**src/rtl/regfile_bank.sv**
```systemverilog
// 16 x WIDTH register file with one write port and a one-entry-per-cycle clear sweep.
// Optional REGFILE_ZERO_R0_EN hardwires entry 0 to zero and discards writes to it.
module regfile_bank #(
    parameter int              WIDTH     = 16,
    parameter logic [WIDTH-1:0] CLEAR_VAL = '0
) (
    input  logic             clk,
    input  logic             reset,
    input  logic             we,
    input  logic [3:0]       wsel,
    input  logic [WIDTH-1:0] wdata,
    input  logic             clr_start,
    output logic             busy,
    output logic [WIDTH-1:0] r0,
    output logic [WIDTH-1:0] r1,
    output logic [WIDTH-1:0] r2,
    output logic [WIDTH-1:0] r3,
    output logic [WIDTH-1:0] r4,
    output logic [WIDTH-1:0] r5,
    output logic [WIDTH-1:0] r6,
    output logic [WIDTH-1:0] r7,
    output logic [WIDTH-1:0] r8,
    output logic [WIDTH-1:0] r9,
    output logic [WIDTH-1:0] r10,
    output logic [WIDTH-1:0] r11,
    output logic [WIDTH-1:0] r12,
    output logic [WIDTH-1:0] r13,
    output logic [WIDTH-1:0] r14,
    output logic [WIDTH-1:0] r15
);

`ifdef REGFILE_ZERO_R0_EN
    localparam bit ZERO_R0 = 1'b1;
`else
    localparam bit ZERO_R0 = 1'b0;
`endif

    typedef enum logic {S_IDLE, S_CLEAR} state_t;

    state_t           r_state;
    logic [3:0]       r_ptr;
    logic             r_busy;
    logic [15:0]      w_wr_en;
    logic [15:0]      w_clr_en;
    logic [WIDTH-1:0] w_q [16];

    always_ff @(posedge clk) begin
        if (reset) begin
            r_state <= S_IDLE;
            r_ptr   <= 4'd0;
            r_busy  <= 1'b0;
        end else begin
            case (r_state)
                S_IDLE: begin
                    if (clr_start) begin
                        r_state <= S_CLEAR;
                        r_ptr   <= 4'd0;
                        r_busy  <= 1'b1;
                    end
                end
                S_CLEAR: begin
                    r_ptr <= r_ptr + 4'd1;
                    // Last entry cleared: pointer wraps to 0 on its own.
                    if (r_ptr == 4'd15) begin
                        r_state <= S_IDLE;
                        r_busy  <= 1'b0;
                    end
                end
                default: begin
                    r_state <= S_IDLE;
                    r_busy  <= 1'b0;
                end
            endcase
        end
    end

    genvar k;
    generate
        for (k = 0; k < 16; k++) begin : g_ent
            assign w_wr_en[k]  = (r_state == S_IDLE) && we && (wsel == 4'(k));
            assign w_clr_en[k] = (r_state == S_CLEAR) && (r_ptr == 4'(k));

            if (ZERO_R0 && (k == 0)) begin : g_zero
                assign w_q[k] = '0;
            end else begin : g_reg
                logic [WIDTH-1:0] r_val;
                always_ff @(posedge clk) begin
                    if (reset || w_clr_en[k])
                        r_val <= CLEAR_VAL;
                    else if (w_wr_en[k])
                        r_val <= wdata;
                end
                assign w_q[k] = r_val;
            end
        end
    endgenerate

    assign busy = r_busy;
    assign r0   = w_q[0];
    assign r1   = w_q[1];
    assign r2   = w_q[2];
    assign r3   = w_q[3];
    assign r4   = w_q[4];
    assign r5   = w_q[5];
    assign r6   = w_q[6];
    assign r7   = w_q[7];
    assign r8   = w_q[8];
    assign r9   = w_q[9];
    assign r10  = w_q[10];
    assign r11  = w_q[11];
    assign r12  = w_q[12];
    assign r13  = w_q[13];
    assign r14  = w_q[14];
    assign r15  = w_q[15];

endmodule

```
**config.mk**
```make
export PLATFORM = sky130hd
export DESIGN_NAME = regfile_bank
export DESIGN_NICKNAME = d
export VERILOG_FILES = /design/src/rtl/regfile_bank.sv
export SDC_FILE = /design/constraint.sdc
export NUM_CORES = 1
export LEC_CHECK = 0
export BUFFER_PORTS_ARGS = -buffer_cell sky130_fd_sc_hd__buf_2
export CAP_MARGIN = 25
export CORE_MARGIN = 8
export CORE_UTILIZATION = 47
export CTS_CLUSTER_SIZE = 25
export DETAILED_ROUTE_END_ITERATION = 10
export GPL_TIMING_DRIVEN = 0
export HOLD_SLACK_MARGIN = 0.03
export PLACE_DENSITY = 0.76
export SYNTH_ARGS = -nofsm -noshare
export SYNTH_HDL_FRONTEND = slang
export SYNTH_SLANG_ARGS = --single-unit
```
**constraint.sdc**
```tcl
create_clock -name clk -period 1.7 [get_ports clk]
set_clock_uncertainty 0.1 [all_clocks]
set_input_delay 0.34 -clock clk [delete_from_list [all_inputs] [get_ports clk]]
set_output_delay 0.34 -clock clk [all_outputs]
set_load 0.05 [all_outputs]
```
# Word-level counts from Yosys, hierarchy flattened
# Cells that the tools add are included.
dict set report classes {
  eq_ne 32
  bitwise_logic 1
  addsub 1
  reduce_logical 52
  n_mux 8
}
# op n
set ops {}
lappend ops {{4-bit == test, second input constant} 16}
lappend ops {{1-bit logical AND} 33}
lappend ops {{4-bit by 3-bit == test with 1-bit output, second input constant} 8}
lappend ops {{4-bit by 2-bit == test with 1-bit output, second input constant} 4}
lappend ops {{1-bit logical OR} 16}
lappend ops {{4-bit by 1-bit == test with 1-bit output, second input constant} 2}
lappend ops {{4-bit zero test} 2}
lappend ops {{4-bit case mux with 2 select lines} 1}
lappend ops {{4-bit by 1-bit adder with 4-bit output, second input constant} 1}
lappend ops {{1-bit 2-to-1 mux} 4}
lappend ops {{4-bit 2-to-1 mux} 1}
lappend ops {{1-bit case mux with 2 select lines} 2}
lappend ops {{2-bit by 1-bit inequality test with 1-bit output, second input constant} 1}
lappend ops {{2-bit inequality test, second input constant} 1}
lappend ops {{2-bit AND reduction} 1}
lappend ops {{1-bit NOT} 1}
dict set report word_totals {
  in_bits 24
  ff_bits 262
  out_inout_bits 257
  elab_cells 113
}

# Logic depth before layout (Yosys ltp)
# Gate-level depths: netlist of run 1.
dict set report depth {
  ltp_word 3
  mapped_depth 6
  mapped_depth_nobuf 5
}

# Worst setup path before layout of run 1
# Ideal clock, no wire load.
dict set report synth_path {
  path_type {input -> register}
  start {in wsel[1]}
  end {reg g_ent[0].g_reg.r_val[5] (netlist: r0[5])}
  t_arrival_ns 1.395
  path_slack_ns 0.073
  path_stages 5
  n_path_buf 2
  setup_ns 0.132
  cell_sequence {or4b_1 buf_2 clkbuf_1 o21ai_0 a21oi_1}
}
dict set report synth_via {
  elab_chain_cells 2
}
# item line
set synth_rtl {}
lappend synth_rtl {{start, declared} 10} ;# input logic [3:0] wsel,
lappend synth_rtl {{4-bit zero test} 80} ;# assign w_wr_en[k] = (r_state == S_IDLE) && we && (wsel == 4'(k));
lappend synth_rtl {{1-bit logical AND} 80}
lappend synth_rtl {{end signal, assigned} 91} ;# r_val <= wdata;
lappend synth_rtl {{end, declared} 86} ;# logic [WIDTH-1:0] r_val;
# No other way between the ends.
# A chain may end at the register's enable or synchronous reset.

# Final worst setup path of run 1
dict set report layout_path {
  start {reg r_state}
  end {reg g_ent[4].g_reg.r_val[4] (netlist: r4[4])}
}
dict set report layout_via {
  elab_chain_cells 3
}
# item line
set layout_rtl {}
lappend layout_rtl {{start, declared} 40} ;# state_t r_state;
lappend layout_rtl {{start signal, assigned} 49} ;# r_state <= S_IDLE;
lappend layout_rtl {{start signal, assigned} 56} ;# r_state <= S_CLEAR;
lappend layout_rtl {{start signal, assigned} 65} ;# r_state <= S_IDLE;
lappend layout_rtl {{1-bit NOT} 80}
lappend layout_rtl {{1-bit logical AND (2 in series)} 80}
lappend layout_rtl {{end signal, assigned} 91}
lappend layout_rtl {{end, declared} 86}
# Several ways; a longest one is shown, not always the timed one.

==> metrics.txt, run 1 <==
status=finished, violations left; failing checks=setup timing; library cells used by synthesis=35; worst hold endpoint=r1[0]; Final Setup Violations=5; share of the synthesized area in the top cell type=51.0%; Routed met2 length=19.0 mm; placed cell area=11900 um2; number of synthesized register bits=262; endpoint class of the critical path=register; slowest CP cell=or4b_4; Avg Cell Area, Syn=8.16 um2; wl on met1=16.7 mm; clk root buf=clkbuf_16; routed vias=11400; CTS tree=built; Min-Delay Path Class=input pin to register; Worst path max stage delay=0.56 ns; Power Dens Cells=1010 nW/um2; post-route total power=0.0137 W; WP buf/inv=2; Post-synth top cells=dfxtp_1 (262), a21oi_1 (260), nand3_1 (257), o21ai_0 (247), clkbuf_1 (110); VDD IR max=0.663 mV; CTS max path bufs=3; RSZ-0062 raised after global routing=yes; number of global-route vias before repair=10300; critical path class=register to register; GRT Overall Usage=28.8%; max-slew violations=0; crit-path cells=or4b_4 > buf_8 > buf_6 > o21ai_1 > a21oi_1; core area=21600 um2; total congestion overflow=0; Fin. Hold Viols=0; part of the cycle the worst path needs=104%; Detailed Routing Iterations Pass 1=5; Die Wd=164 um; Post-synth EDFFs=0; cell taking the most area after synthesis=dfxtp_1; row count=54; Hold Startpoint=wdata[0]; Worst EP required=2.02 ns; CTS H-tree depth=1; CTS Buf Count=27; initial antenna violation count=3; Post-DRT Antenna Nets=0; r2r setup slk=-0.07 ns; top post-synthesis cells by area=dfxtp_1 (51%), a21oi_1 (13%), nand3_1 (13%); Top Ports=281; layout cell share with drive strength beyond 1=29.6%; Initial Util=47.5%; Setup WS post-layout=-0.0686 ns; FMAX=565 MHz; Place WS=-0.447 ns; CTS Sinks=262; first-pass GRT wire length=60.5 mm; Highest Signal Layer=met4; Die Height=164 um; crit-path max FO=10; final hold slack=0.158 ns; Syn Std Cell Area=10300 um2; relative slew slack=25.0%; most frequent cell after synthesis=dfxtp_1; final wirelength=42.3 mm; Design Area, Final=13700 um2; Crit path max-delay family=simple AND/OR/NAND/NOR gates; Worst-Skew Late Latency=0.54 ns; register area share after synthesis=51.0%; vias per cell=6.09; Port Buffers=261; Period minus WS final=1.77 ns; Final #Nets=1600; largest net degree at the start of global routing=14; Worst Tran Pin Value=1.12 ns; worst r2r dst=r4[4]; Initial DRC Count=1416; Post-synth top flop=dfxtp_1; HPWL Detailed=28.2 mm; Post-synth ARST share=0%; synthesized instance count=1259; leak pwr=5.35 nW; worst hold stages=3; wire per inst=22.6 um; Layout Area Growth over Synthesis=33.0%; Arr. time, crit path=2.09 ns; R2R depth=5; yosys warns=0; Syn Nets=1287; clk slew on worst S/H paths=0.06 ns; Max Cap Viol=0; Remaining DRCs=0; DR WL met3=4.56 mm; R2R Path Start=r_state; type of origin of the critical path=register; DIE AREA=26900 um2; gpl congestion=0.881
worst reg2reg max path, delay by kind of cell (launching register included):
kind | cells | cell delay, ns
flip-flops | 1 | 0.38
buffers and inverters | 2 | 0.32
AND/OR/NAND/NOR | 1 | 0.56
AO/OA/AOI/OAI | 2 | 0.29
report_power, final:
| group | switching [W] | total [W] | internal (W) |
|---|---|---|---|
| Sequential | 0.0000408 | 0.00624 | 0.00620 |
| Combinational | 0.00105 | 0.00138 | 0.000321 |
| Clock | 0.00254 | 0.00612 | 0.00358 |
| Total | 0.00363 | 0.0137 | 0.0101 |
through the flow:
| stage | instances | TNS (ns) | utilization, % |
|---|---|---|---|
| floorplan | 1259 | 0 | - |
| global placement | 1800 | -68.32 | 55.2 |
| detailed placement | 1800 | -74.79 | 55.2 |
| CTS | 1861 | -1.28 | 60.7 |
| global route | 1874 | -0.454 | 63.2 |
| finish | 1874 | -0.0969 | 63.2 |
placed cells by master, fill, tap and decap left out, drive strengths merged, types with 2 or more instances in the layout:
master	instances
dfxtp	262
nand3	257
diode	3
o21ai	260
and2	2
a41o	5
buf	337
ha	4
clkinv	8
nand4bb	2
clkbuf	146
bufinv	3
dlygate4sd3	2
nand2b	2
inv	7
nand2	5
nor2b	2
o31ai	6
nor2	7
a21oi	260
how the worst max path moves through the flow:
stage	from	to	slack [ns]	cells after the start
2_1_floorplan	wsel[1]	r0[5]	0.07	5
3_3_place_gp	wsel[2]	r8[14]	-0.41	6
6_report	r_state	r4[4]	-0.07	5
4_1_cts	r_ptr[2]	r13[6]	-0.08	6
3_5_place_dp	wdata[8]	r13[8]	-0.45	4
5_1_grt	r_state	r4[4]	-0.06	5
routing by layer:
layer,vias up,global-route usage [%]
li1,5148,-
met4,0,15.2
met1,5438,37.7
met5,-,0
met2,681,44.1
met3,138,6.04
cell families (layout without fill, tap and decap cells):
family / count (synthesis) / in the layout / share of synthesized area, %
AOI/OAI and AO/OA: 535 / 535 / 27.2
muxes: 1 / 1 / 0.0974
DFF: 262 / 262 / 51.0
buffers and inverters: 172 / 504 / 6.96
other: 0 / 3 / 0
adders and majority gates: 4 / 4 / 0.487
and+or+nand+nor: 285 / 285 / 14.3
what timing repair did:
action / in CTS / in global routing
hold endpoints to repair: 4 / 0
hold buffers: 2 / 0
pin swaps: 7 / 14
cloned: 0 / 4
gates resized for setup: 68 / 201
endpoints found under the setup margin: 258 / 244
buffers inserted: 13 / 7
final cells by class:
class | instances | area [um2]
diodes | 3 | 7.51
plain buffers | 163 | 946
clock buffers | 36 | 759
clock inverters | 12 | 139
fillers | 1948 | 7960
inverters | 6 | 22.5
multi-input cells | 825 | 4660
flip-flops and latches | 262 | 5250
well taps | 280 | 350
repair buffers | 287 | 1530
(Power assumes the default switching activity.)
==> run 2: changes to the inputs <==
Settings changed: CORE_UTILIZATION 47 to 50, PLACE_DENSITY 0.76 to 0.77, SLEW_MARGIN from default to 0.
Clock period 1.7 ns to 2.2 ns, I/O delays scaled along.
==> run 2 against run 1 <==
- the flow now finishes without violations
- critical path type unchanged
- sequential cell count is the same
- critical endpoint is now r13[14]
- largest power group unchanged
- hold slack lost 0.036 ns
- global-route usage grew 0.47 points
==> metrics.txt, run 2 (synthesis gave the netlist of run 1 again) <==
final core occ=63.4% (+0.17 points); Die Wd=159 um (-2.7%); Initial Util=50.8% (+3.3 points); Final Setup Violations=0 (-5); FF/Latch Area=5250 um2 (-0.12%); number of global-route vias before repair=10400 (+0.33%); r2r setup slk=0.09 ns (+0.16 ns); VDD IR max=0.485 mV (-27%); CP most frequent cell=clkbuf_1; Fin Setup TNS=0 ns (+0.0969 ns); placed cell area=11900 um2 (-0.10%); clk root buf=clkbuf_16; Die Height=159 um (-2.7%); total congestion overflow=0 (unchanged); largest net degree at the start of global routing=14 (unchanged); R2R Path Start=r_state; Worst path max stage delay=0.54 ns (-0.02 ns); gpl congestion=0.916 (+3.9%); Final #Nets=1577 (-1.4%); final wirelength=39.6 mm (-6.5%); row count=52 (-3.7%); Detailed Routing Iterations Pass 1=5 (unchanged); Hold Startpoint=reset; FMAX=475 MHz (-16%); vias per cell=6.06 (-0.37%); initial antenna violation count=1 (-2); GRT Overall Usage=29.3% (+0.47 points); commonest non-fill, non-tap cell in the layout=buf_2; most frequent cells in the layout=buf_2 (302), dfxtp_1 (262), a21oi_1 (260); leak pwr=5.05 nW (-5.6%); wire per inst=21.5 um (-4.8%); Max Cap Viol=0 (unchanged); Remaining DRCs=0 (unchanged); RSZ-0062 raised after global routing=no; status=finished, final reports clean; Top Ports=281 (unchanged); routed vias=11200 (-2.1%); type of origin of the critical path=register; HPWL Detailed=27.3 mm (-3.2%); Period minus WS final=2.11 ns (+0.338 ns); Arr. time, crit path=2.47 ns (+0.38 ns); Post-DRT Antenna Nets=0 (unchanged); layout cell share with drive strength beyond 1=23.0% (-6.6 points); Worst Tran Pin Value=1.12 ns (-0.00662 ns); worst r2r dst=r13[14]; CTS Sinks=262 (unchanged); crit-path max FO=10 (unchanged); critical path class=register to register; CTS tree=built; slowest CP cell=clkbuf_1; Multi-input gate area=4320 um2 (-7.1%); core area=20200 um2 (-6.4%); Worst-Skew Late Latency=0.53 ns (about the same); Worst EP required=2.57 ns (+0.55 ns); clk slew on worst S/H paths=0.06 ns (about the same); max-slew violations=0 (unchanged); worst hold stages=2 (-1); setup bufs post-CTS=0 (-13); Design Area, Final=12800 um2 (-6.2%); Min-Delay Path Class=input pin to register; R2R depth=5 (unchanged); Setup WS post-layout=0.0932 ns (+0.162 ns); Fin. Hold Viols=0 (unchanged); CTS max path bufs=3 (unchanged); crit-path cells=nand4bb_1 > clkbuf_1 > clkbuf_1 > o21ai_0 > a21oi_1; Layout Area Growth over Synthesis=24.8%; Port Buffers=261 (unchanged); DIE AREA=25400 um2 (-5.4%); Initial DRC Count=1194 (-16%); endpoint class of the critical path=register; worst hold endpoint=r_ptr[0]; cts hold-fix bufs=0 (-2); filler cell count=1792 (-8.0%); Place WS=-0.0191 ns (+0.428 ns); CTS H-tree depth=1 (unchanged); Power Dens Cells=807 nW/um2 (-20%); part of the cycle the worst path needs=95.8% (-8.3 points); post-route total power=0.0103 W (-25%); CTS Buf Count=27 (unchanged); relative slew slack=25.4% (+0.44 points); first-pass GRT wire length=60.2 mm (-0.50%)
[run 2: changes by cell type in the layout (fill, tap and decap cells not counted), moves of 5 or more]
cell      delta
clkbuf_1    +23
buf_2       +27
buf_1        +5
a21oi_2     -18
clkbuf_4    -15
clkbuf_2     -5
buf_4       -24
o21ai_1     -27
a21oi_1     +18
o21ai_2     -23
o21ai_0     +54
buf_6       -23
[run 2: metrics by stage]
step | hold slack, ns | std cells
after detailed placement | 0.360 | 1790
final | 0.122 | 1842
after CTS | 0.114 | 1840
after floorplan | 0.449 | 1259
after global routing | 0.124 | 1841
after global placement | 0.348 | 1790
[run 2: worst max-delay path, delay by kind of cell, from the launching register on]
family / cells / cell delay [ns]
AOI/OAI and AO/OA: 2 / 0.37
and+or+nand+nor: 1 / 0.15
DFF: 1 / 0.43
buffers and inverters: 2 / 0.99
[run 2: what timing repair did]
item,CTS,global route
endpoints found under the setup margin,0,3
gates resized for setup,0,1
hold endpoints to repair,0,0
[run 2: routing by layer]
metal	global-route usage (%)	share of wire (%)	vias up
met5	0	0	-
met4	13.0	4.0	0
met3	6.88	11	106
met2	45.9	45	671
met1	37.9	40	5308
li1	-	-	5084
[run 2: how the worst max path moves through the flow]
| stage | depth (start not counted) | to | from |
|---|---|---|---|
| 3_5_place_dp | 6 | r8[13] | wsel[2] |
| 4_1_cts | 5 | r13[14] | r_state |
| 6_report | 5 | r13[14] | r_state |
| 3_3_place_gp | 6 | r8[13] | wsel[2] |
| 2_1_floorplan | 5 | r0[5] | wsel[1] |
| 5_1_grt | 5 | r1[11] | r_state |
[run 2: layout make-up]
class	count	share of cell area [%]
clock inverters	11	0.849
inverters	6	0.176
diodes	2	0.0390
plain buffers	166	5.41
clock buffers	39	6.09
repair buffers	261	10.2
multi-input cells	825	33.7
well taps	270	2.63
flip-flops and latches	262	40.9
[run 2: where the power goes]
part | internal [W] | switching [W]
clock network | 0.00270 | 0.00191
logic | 0.000166 | 0.000751
registers | 0.00479 | 0.0000288
total | 0.00765 | 0.00269
